## config.mk

```make
export PLATFORM = sky130hd
export DESIGN_NAME = io_fifo_channel
export DESIGN_NICKNAME = d
export VERILOG_FILES = /design/src/rtl/io_fifo_channel.sv
export SDC_FILE = /design/constraint.sdc
export NUM_CORES = 1
export LEC_CHECK = 0
export BUFFER_PORTS_ARGS = -buffer_cell sky130_fd_sc_hd__buf_2
export CAP_MARGIN = 20
export CORE_MARGIN = 2
export CORE_UTILIZATION = 55
export DETAILED_ROUTE_END_ITERATION = 6
export PLACE_DENSITY = 0.74
export SYNTH_ARGS = -nofsm -noshare
export SYNTH_HDL_FRONTEND = slang
export SYNTH_SLANG_ARGS = --single-unit
```

## constraint.sdc

```tcl
create_clock -name clk -period 6 [get_ports clk]
set_input_delay 1.2 -clock clk [delete_from_list [all_inputs] [get_ports clk]]
set_output_delay 1.2 -clock clk [all_outputs]
set_load 0.02 [all_outputs]
```

## src/rtl/io_fifo_channel.sv

```systemverilog
// io_fifo_channel: FIFO input channel with delayed request/valid fetch and EOF; IO_FIFO_STATS_EN adds stat counters
module io_fifo_channel #(
    parameter int DATA_W = 8,
    parameter int DEPTH = 128,
    parameter int LATENCY = 4,
    parameter logic [DATA_W-1:0] EOF_VAL = '0
) (
    input  logic                       clk,
    input  logic                       rst,
    input  logic                       wr_valid,
    output logic                       wr_ready,
    input  logic [DATA_W-1:0]          wr_data,
    input  logic                       eof_in,
    input  logic                       rd_req,
    output logic                       rd_valid,
    output logic [DATA_W-1:0]          rd_data,
    output logic [$clog2(DEPTH):0]     count,
    output logic                       empty,
    output logic                       full
`ifdef IO_FIFO_STATS_EN
    ,
    output logic [31:0]                stat_pops,
    output logic [15:0]                stat_drops
`endif
);
    localparam int AW = $clog2(DEPTH);
    typedef enum logic [1:0] {IDLE, WAIT, HOLD} state_t;
    state_t state, state_n;
    logic [DATA_W-1:0] mem [DEPTH];
    logic [AW-1:0] wr_ptr, rd_ptr;
    logic [7:0] dly, dly_n;
    logic push, pop, take_eof;
    assign full = count == (AW+1)'(DEPTH);
    assign empty = count == '0;
    assign wr_ready = !full;
    assign push = wr_valid && wr_ready;
    assign rd_valid = state == HOLD;
    always_comb begin
        state_n = state;
        dly_n = dly;
        pop = 1'b0;
        take_eof = 1'b0;
        case (state)
            IDLE: if (rd_req) begin
                state_n = WAIT;
                dly_n = 8'(LATENCY);
            end
            WAIT: if (dly != 8'd0) dly_n = dly - 8'd1;
            else if (!empty) begin
                pop = 1'b1;
                state_n = HOLD;
            end else if (eof_in) begin
                take_eof = 1'b1;
                state_n = HOLD;
            end
            HOLD: if (rd_req) begin
                state_n = WAIT;
                dly_n = 8'(LATENCY);
            end
            default: state_n = IDLE;
        endcase
    end
    always_ff @(posedge clk) if (push) mem[wr_ptr] <= wr_data;
    // pop reads the pre-edge head, so a same-cycle push can never be the popped word
    always_ff @(posedge clk) begin
        if (rst) begin
            state <= IDLE;
            dly <= '0;
            wr_ptr <= '0;
            rd_ptr <= '0;
            count <= '0;
            rd_data <= '0;
        end else begin
            state <= state_n;
            dly <= dly_n;
            wr_ptr <= push ? wr_ptr + 1'b1 : wr_ptr;
            rd_ptr <= pop ? rd_ptr + 1'b1 : rd_ptr;
            count <= count + (AW+1)'(push) - (AW+1)'(pop);
            rd_data <= pop ? mem[rd_ptr] : take_eof ? EOF_VAL : rd_data;
        end
    end
`ifdef IO_FIFO_STATS_EN
    logic [16:0] drop_sum;
    assign drop_sum = {1'b0, stat_drops} + 17'(wr_valid && full) + 17'(rd_req && state == WAIT);
    always_ff @(posedge clk) begin
        if (rst) begin
            stat_pops <= '0;
            stat_drops <= '0;
        end else begin
            stat_pops <= stat_pops + 32'(pop);
            stat_drops <= drop_sum[16] ? '1 : drop_sum[15:0];
        end
    end
`endif
endmodule
```

# --- Word level (Yosys, flattened, before mapping) ---
# Memories as Yosys holds them, arrays and structs flattened. A register that Yosys moved wholly into a read port is not among the register bits.
# Index checks and enable logic that the tools add are counted.
word_totals:
  ff_bits: 40
  mem_bits_rw: 1024
  wordCells: 50
  memories: 1
memory_table:
  columns: ["memory", "words", "width", "read_ports", "rd_clocked_by_memory_dff", "wr", "line_no", "rtl"]
  rows:
  - ["mem", 128, 8, 1, 1, 1, "29", "logic [DATA_W-1:0] mem [DEPTH];"]
op_classes:
  n_addsub: 5
  eq_ne: 7
  muxes: 21
  reduce_logical: 10
op_table:
  columns: ["operator", "n"]
  rows:
  - ["2-to-1 mux 8 bit", 4]
  - ["one-hot mux 8 bit (2 select lines)", 1]
  - ["adder 7 x 1 -> 7 bit, second input constant", 2]
  - ["2-to-1 mux 7 bit", 2]
  - ["2-to-1 mux 1 bit", 9]
  - ["adder 8 x 1 -> 8 bit", 1]
  - ["equality test 8 bit, second input constant", 1]
  - ["zero test 8 bit", 1]
  - ["2-to-1 mux 2 bit", 4]
  - ["nonzero test 8 bit", 1]
  - ["subtractor 8 x 1 -> 8 bit", 1]
  - ["subtractor 8 x 1 -> 8 bit, second input constant", 1]
  - ["AND reduction 3 bit", 2]
  - ["inequality test 2 bit, second input constant", 2]
  - ["one-hot mux 2 bit (2 select lines)", 1]
  - ["nonzero test 2 bit", 2]
  - ["inequality test 3 bit, second input constant", 1]
  - ["equality test 2 x 1 -> 1 bit, second input constant", 1]
  - ["equality test 2 bit, second input constant", 1]
  - ["zero test 2 bit", 1]
  - ["inequality test 2 x 1 -> 1 bit, second input constant", 1]
  - ["OR reduction 2 bit", 1]
  - ["logical AND 1 bit", 1]
  - ["zero test 1 bit", 1]

# --- Depth between registers and ports, before layout ---
depth:
  depth_word: 6
  mapped_depth: 18

# --- Worst setup path before layout ---
# Ideal clock, no wire load.
synth_path:
  path_kind: "register -> register"
  startpoint: "register count[4]"
  endpoint: "register count[6]"
  setup_time_ps: 131
  t_arrival_ps: 3283
  required_ps: 5869
  setup_slack_ps: 2586
  stages_incl_launch_ff: 19
  path_buffers: 1
  period_less_slack_ps: 3414
  path_cell_list: "dfxtp_1 -> inv_1 -> ha_1 -> and4bb_2 -> nand2_1 -> and2_1 -> buf_2 -> inv_1 -> ha_1 -> inv_1 -> ha_1 -> inv_1 -> fa_1 -> nand2b_1 -> a21oi_1 -> o21ai_0 -> a21oi_1 -> o21a_1 -> nor3_1"
synth_between:
  elab_chain_len: 5
  word_cells_on_any_way: 9
  cone_classes: "add/sub (2); eq/ne (1); mux (3); reduce/logical (3)"
synth_lines:
  columns: ["element", "line_no", "rtl"]
  rows:
  - ["from (decl)", "17", "output logic [$clog2(DEPTH):0] count,"]
  - ["from (signal assigned)", "78", "count <= count + (AW+1)'(push) - (AW+1)'(pop);"]
  - ["equality test 8 bit", "33", "assign full = count == (AW+1)'(DEPTH);"]
  - ["zero test 1 bit", "35", "assign wr_ready = !full;"]
  - ["named net wr_ready", "11", "output logic wr_ready,"]
  - ["logical AND 1 bit", "36", "assign push = wr_valid && wr_ready;"]
  - ["adder 8 x 1 -> 8 bit", "78", null]
  - ["subtractor 8 x 1 -> 8 bit", "78", null]
# The timed path passes the listed nets, and every way through them passes these cells.
# A chain may end at the register's enable or synchronous reset.

# --- Final worst setup path ---
layout_path:
  startpoint: "register count[4]"
  endpoint: "memory mem[110][1] (enable)"
layout_between:
  elab_chain_len: 5
layout_lines:
  columns: ["element", "line_no", "rtl"]
  rows:
  - ["equality test 8 bit", "33", null]
  - ["zero test 1 bit", "35", null]
  - ["logical AND 1 bit", "36", null]
  - ["2-to-1 mux 1 bit", "63", "always_ff @(posedge clk) if (push) mem[wr_ptr] <= wr_data;"]
  - ["2-to-1 mux 1 bit (implied by the code)", "63", null]
  - ["to (decl)", "29", null]
# No other way between the ends.

==> results.md <==
* Fmax achieved at roughly 0.25 GHz
* WL/cell at 30.0 µm
* Cts repair resizes at 0
* CP cell instances: inv_1 > ha_1 > and4bb_2 > nand2_1 > and2_1 > inv_1 > nor2_1 > nand3_2 > nor2_1
* Ports at 33
* I/O Buffers at 32
* DRC at 0
* Area added between synthesis and finish at 11.0%
* PD cells at 359 mW/mm²
* Remaining global-route overflow at 0
* Vias in the first global route at 20700
* ANT cells at 0
* Synth area leader: edfxtp_1
* Final hold vios at 0
* Slew headroom at 24.2%
* Drt pass-1 iters at 5
* Min-delay worst type: flop to flop
* Maxcap violations at 0
* Final #Nets at roughly 2100
* Post-DR vias/cell at 6.53
* Initial antenna violation count at 0
* Number of flops mapped to enable cells by yosys at 1024
* Post-route ant nets at 0
* CP endpoint kind: flop
* Clock Tree Root: clkbuf_16
* Peak VDD IR at 0.249 mV
* Mapped cell area at 0.0418 mm²
* Status: complete, no violations
* Crit path max fanout at 16
* Leakage at 14.3 nW
* Synth area leaders: edfxtp_1 (73%), mux4_2 (14%), dfxtp_1 (2.2%)
* Post-CTS Setup Inserts at 0
* CP Data Arrival Time at 4320 ps
* YS warnings at 0
* CTS Buf Count at 102
* Filler cells at between 5000 and 6000
* CP Data Required Time at 6300 ps
* Cts-stage hold buffer count at 0
* Final core utilization at 61.5%
* Post-synth top area share at 73.5%
* Final critical path time including I/O delays and setup at 4020 ps
* Post-detailed-placement half-perimeter wirelength at about 58 mm
* Worst path slowest cell: nor2_1
* Slew Viols, Final at 0
* Pwr Total at 16.7 mW
* Clk buf depth at 3
* Wire length of the first global-routing pass at ~140 mm
* Net count after synthesis at 2070
* Clock transition at path regs at 60 ps
* Most frequent cell after synthesis: edfxtp_1
* Worst skew pair latency at just under 700 ps
* Pin count of the biggest net entering global routing at between 90 and 100
* RSZ-0062 raised after global routing: no
* GPL Wtd Cong at 0.889
* Post-synth ARST share at 0%
* Total clock sinks at 1071
* Sequential share of the synthesized area at roughly 76%
* Final wirelength at 95.1 mm
* Avg Inst Size Synth at roughly 21 µm²
* # setup viols final at 0
* Die area at 0.0783 mm²
* DRT iter0 DRCs at 2713
* WS Path Type: flop to flop
* Synth Flop Type: edfxtp_1
* Worst hold margin at 504 ps
* Die W at ~280 µm
* GRT Util Overall at ~25%
* Worst-margin pin slew at 1140 ps
* Crit start category: flop
* Core area at 0.0756 mm²
* Placed cell count at a little under 3000
* Die H at roughly 280 µm
* Clk_skew at 22.9 ps
* Cells after synthesis at 2040
* Setup TNS at 0 ps
* CTS HTree Levels at 3
* CTS tree: done
* Critical Path Max Stage Delay at about 880 ps
* Initial Util at 55.4%
* Layout cell share with drive strength beyond 1 at 23.4%
* Commonest cells post-synth: edfxtp_1 (1024), mux4_2 (265), nor2_1 (162)
* Yosys cell types at 62
* Fin crit share at 67.0%
* Vias at 20700
* Non-filler cells in the finished layout at about 3200
* Yosys reg bits at 1071
* Row cnt at 101
==> worst paths after layout <==
check                    startpoint                     to  slack [ps]  cells past startpoint
min reg2reg  rd_ptr[6]$_SDFFE_PP0N_                   flop         500                      2
min          rd_ptr[6]$_SDFFE_PP0N_                   flop         500                      2
max             count[4]$_SDFF_PP0_  mem[110][1]$_DFFE_PP_        1980                      9
max reg2reg     count[4]$_SDFF_PP0_  mem[110][1]$_DFFE_PP_        1980                      9
==> cells by family (layout without fill, tap and decap cells) <==
logic type / Yosys count / count (layout) / share of synthesized area, %
muxes: 320 / 320 / 15.6
xor gates and xnor gates: 18 / 18 / 0.377
and+or+nand+nor: 325 / 325 / 3.51
DFF: 1071 / 1071 / 75.7
AOI/OAI and AO/OA: 155 / 155 / 2.68
adders and majority gates: 17 / 17 / 0.526
buffers and inverters: 134 / 285 / 1.56
==> power by group <==
group	leakage (nW)	switching, mW	total [mW]	internal (mW)
logic	3.05	1.03	1.88	0.851
registers	9.59	0.110	8.37	8.26
clock network	1.61	2.74	6.43	3.68
==> layout by cell type, fill, tap and decap left out, types with 18 or more instances in the layout <==
cell type,count
buf_2,24
nor2_1,162
nor2b_1,18
mux2i_1,48
buf_4,37
clkbuf_16,104
a22oi_1,35
a21oi_1,42
nand2_1,78
mux4_2,265
inv_1,26
dfxtp_1,42
clkinv_1,28
edfxtp_1,1024
==> routing by layer <==
layer / vias up / routed length [µm] / global-route usage, %
li1: 8511 / - / -
met1: 10800 / 37100 / 35.3
met2: 1178 / 46000 / 39.5
met3: 212 / 8930 / 3.98
met4: 0 / 3020 / 8.16
met5: - / 0 / 0
==> through the flow <==
stage	cell area [µm²]	worst slack (ps)
after floorplan	41800	2590
final	46500	1980
after global placement	43100	1910
after detailed placement	43100	1770
after CTS	46400	1970
after global routing	46500	1740
==> registers in the layout, summed over array words and instances, names as in the netlist, named ones only <==
signal / flops
rd_ptr: 7
wr_ptr: 7
count: 8
mem: 1024
rd_data: 8
dly: 8
state: 2
==> final cells by class <==
class | instances | area, µm² | share of cell area [%]
clock inverter | 67 | 678 | 1.46
multi-input combinational | 835 | 9520 | 20.5
sequential | 1071 | 31700 | 68.2
inverter | 28 | 105 | 0.226
tap | 978 | 1220 | 2.63
clock buffer | 122 | 2690 | 5.79
timing repair buffer | 68 | 538 | 1.16
==> critical path: cells and delay by family (launching register included) <==
family | cells | cell delay (ps)
buffers and inverters | 2 | 230
DFF | 1 | 370
and+or+nand+nor | 6 | 2840
adders and majority gates | 1 | 200
Power figures use the tool's default switching activity.
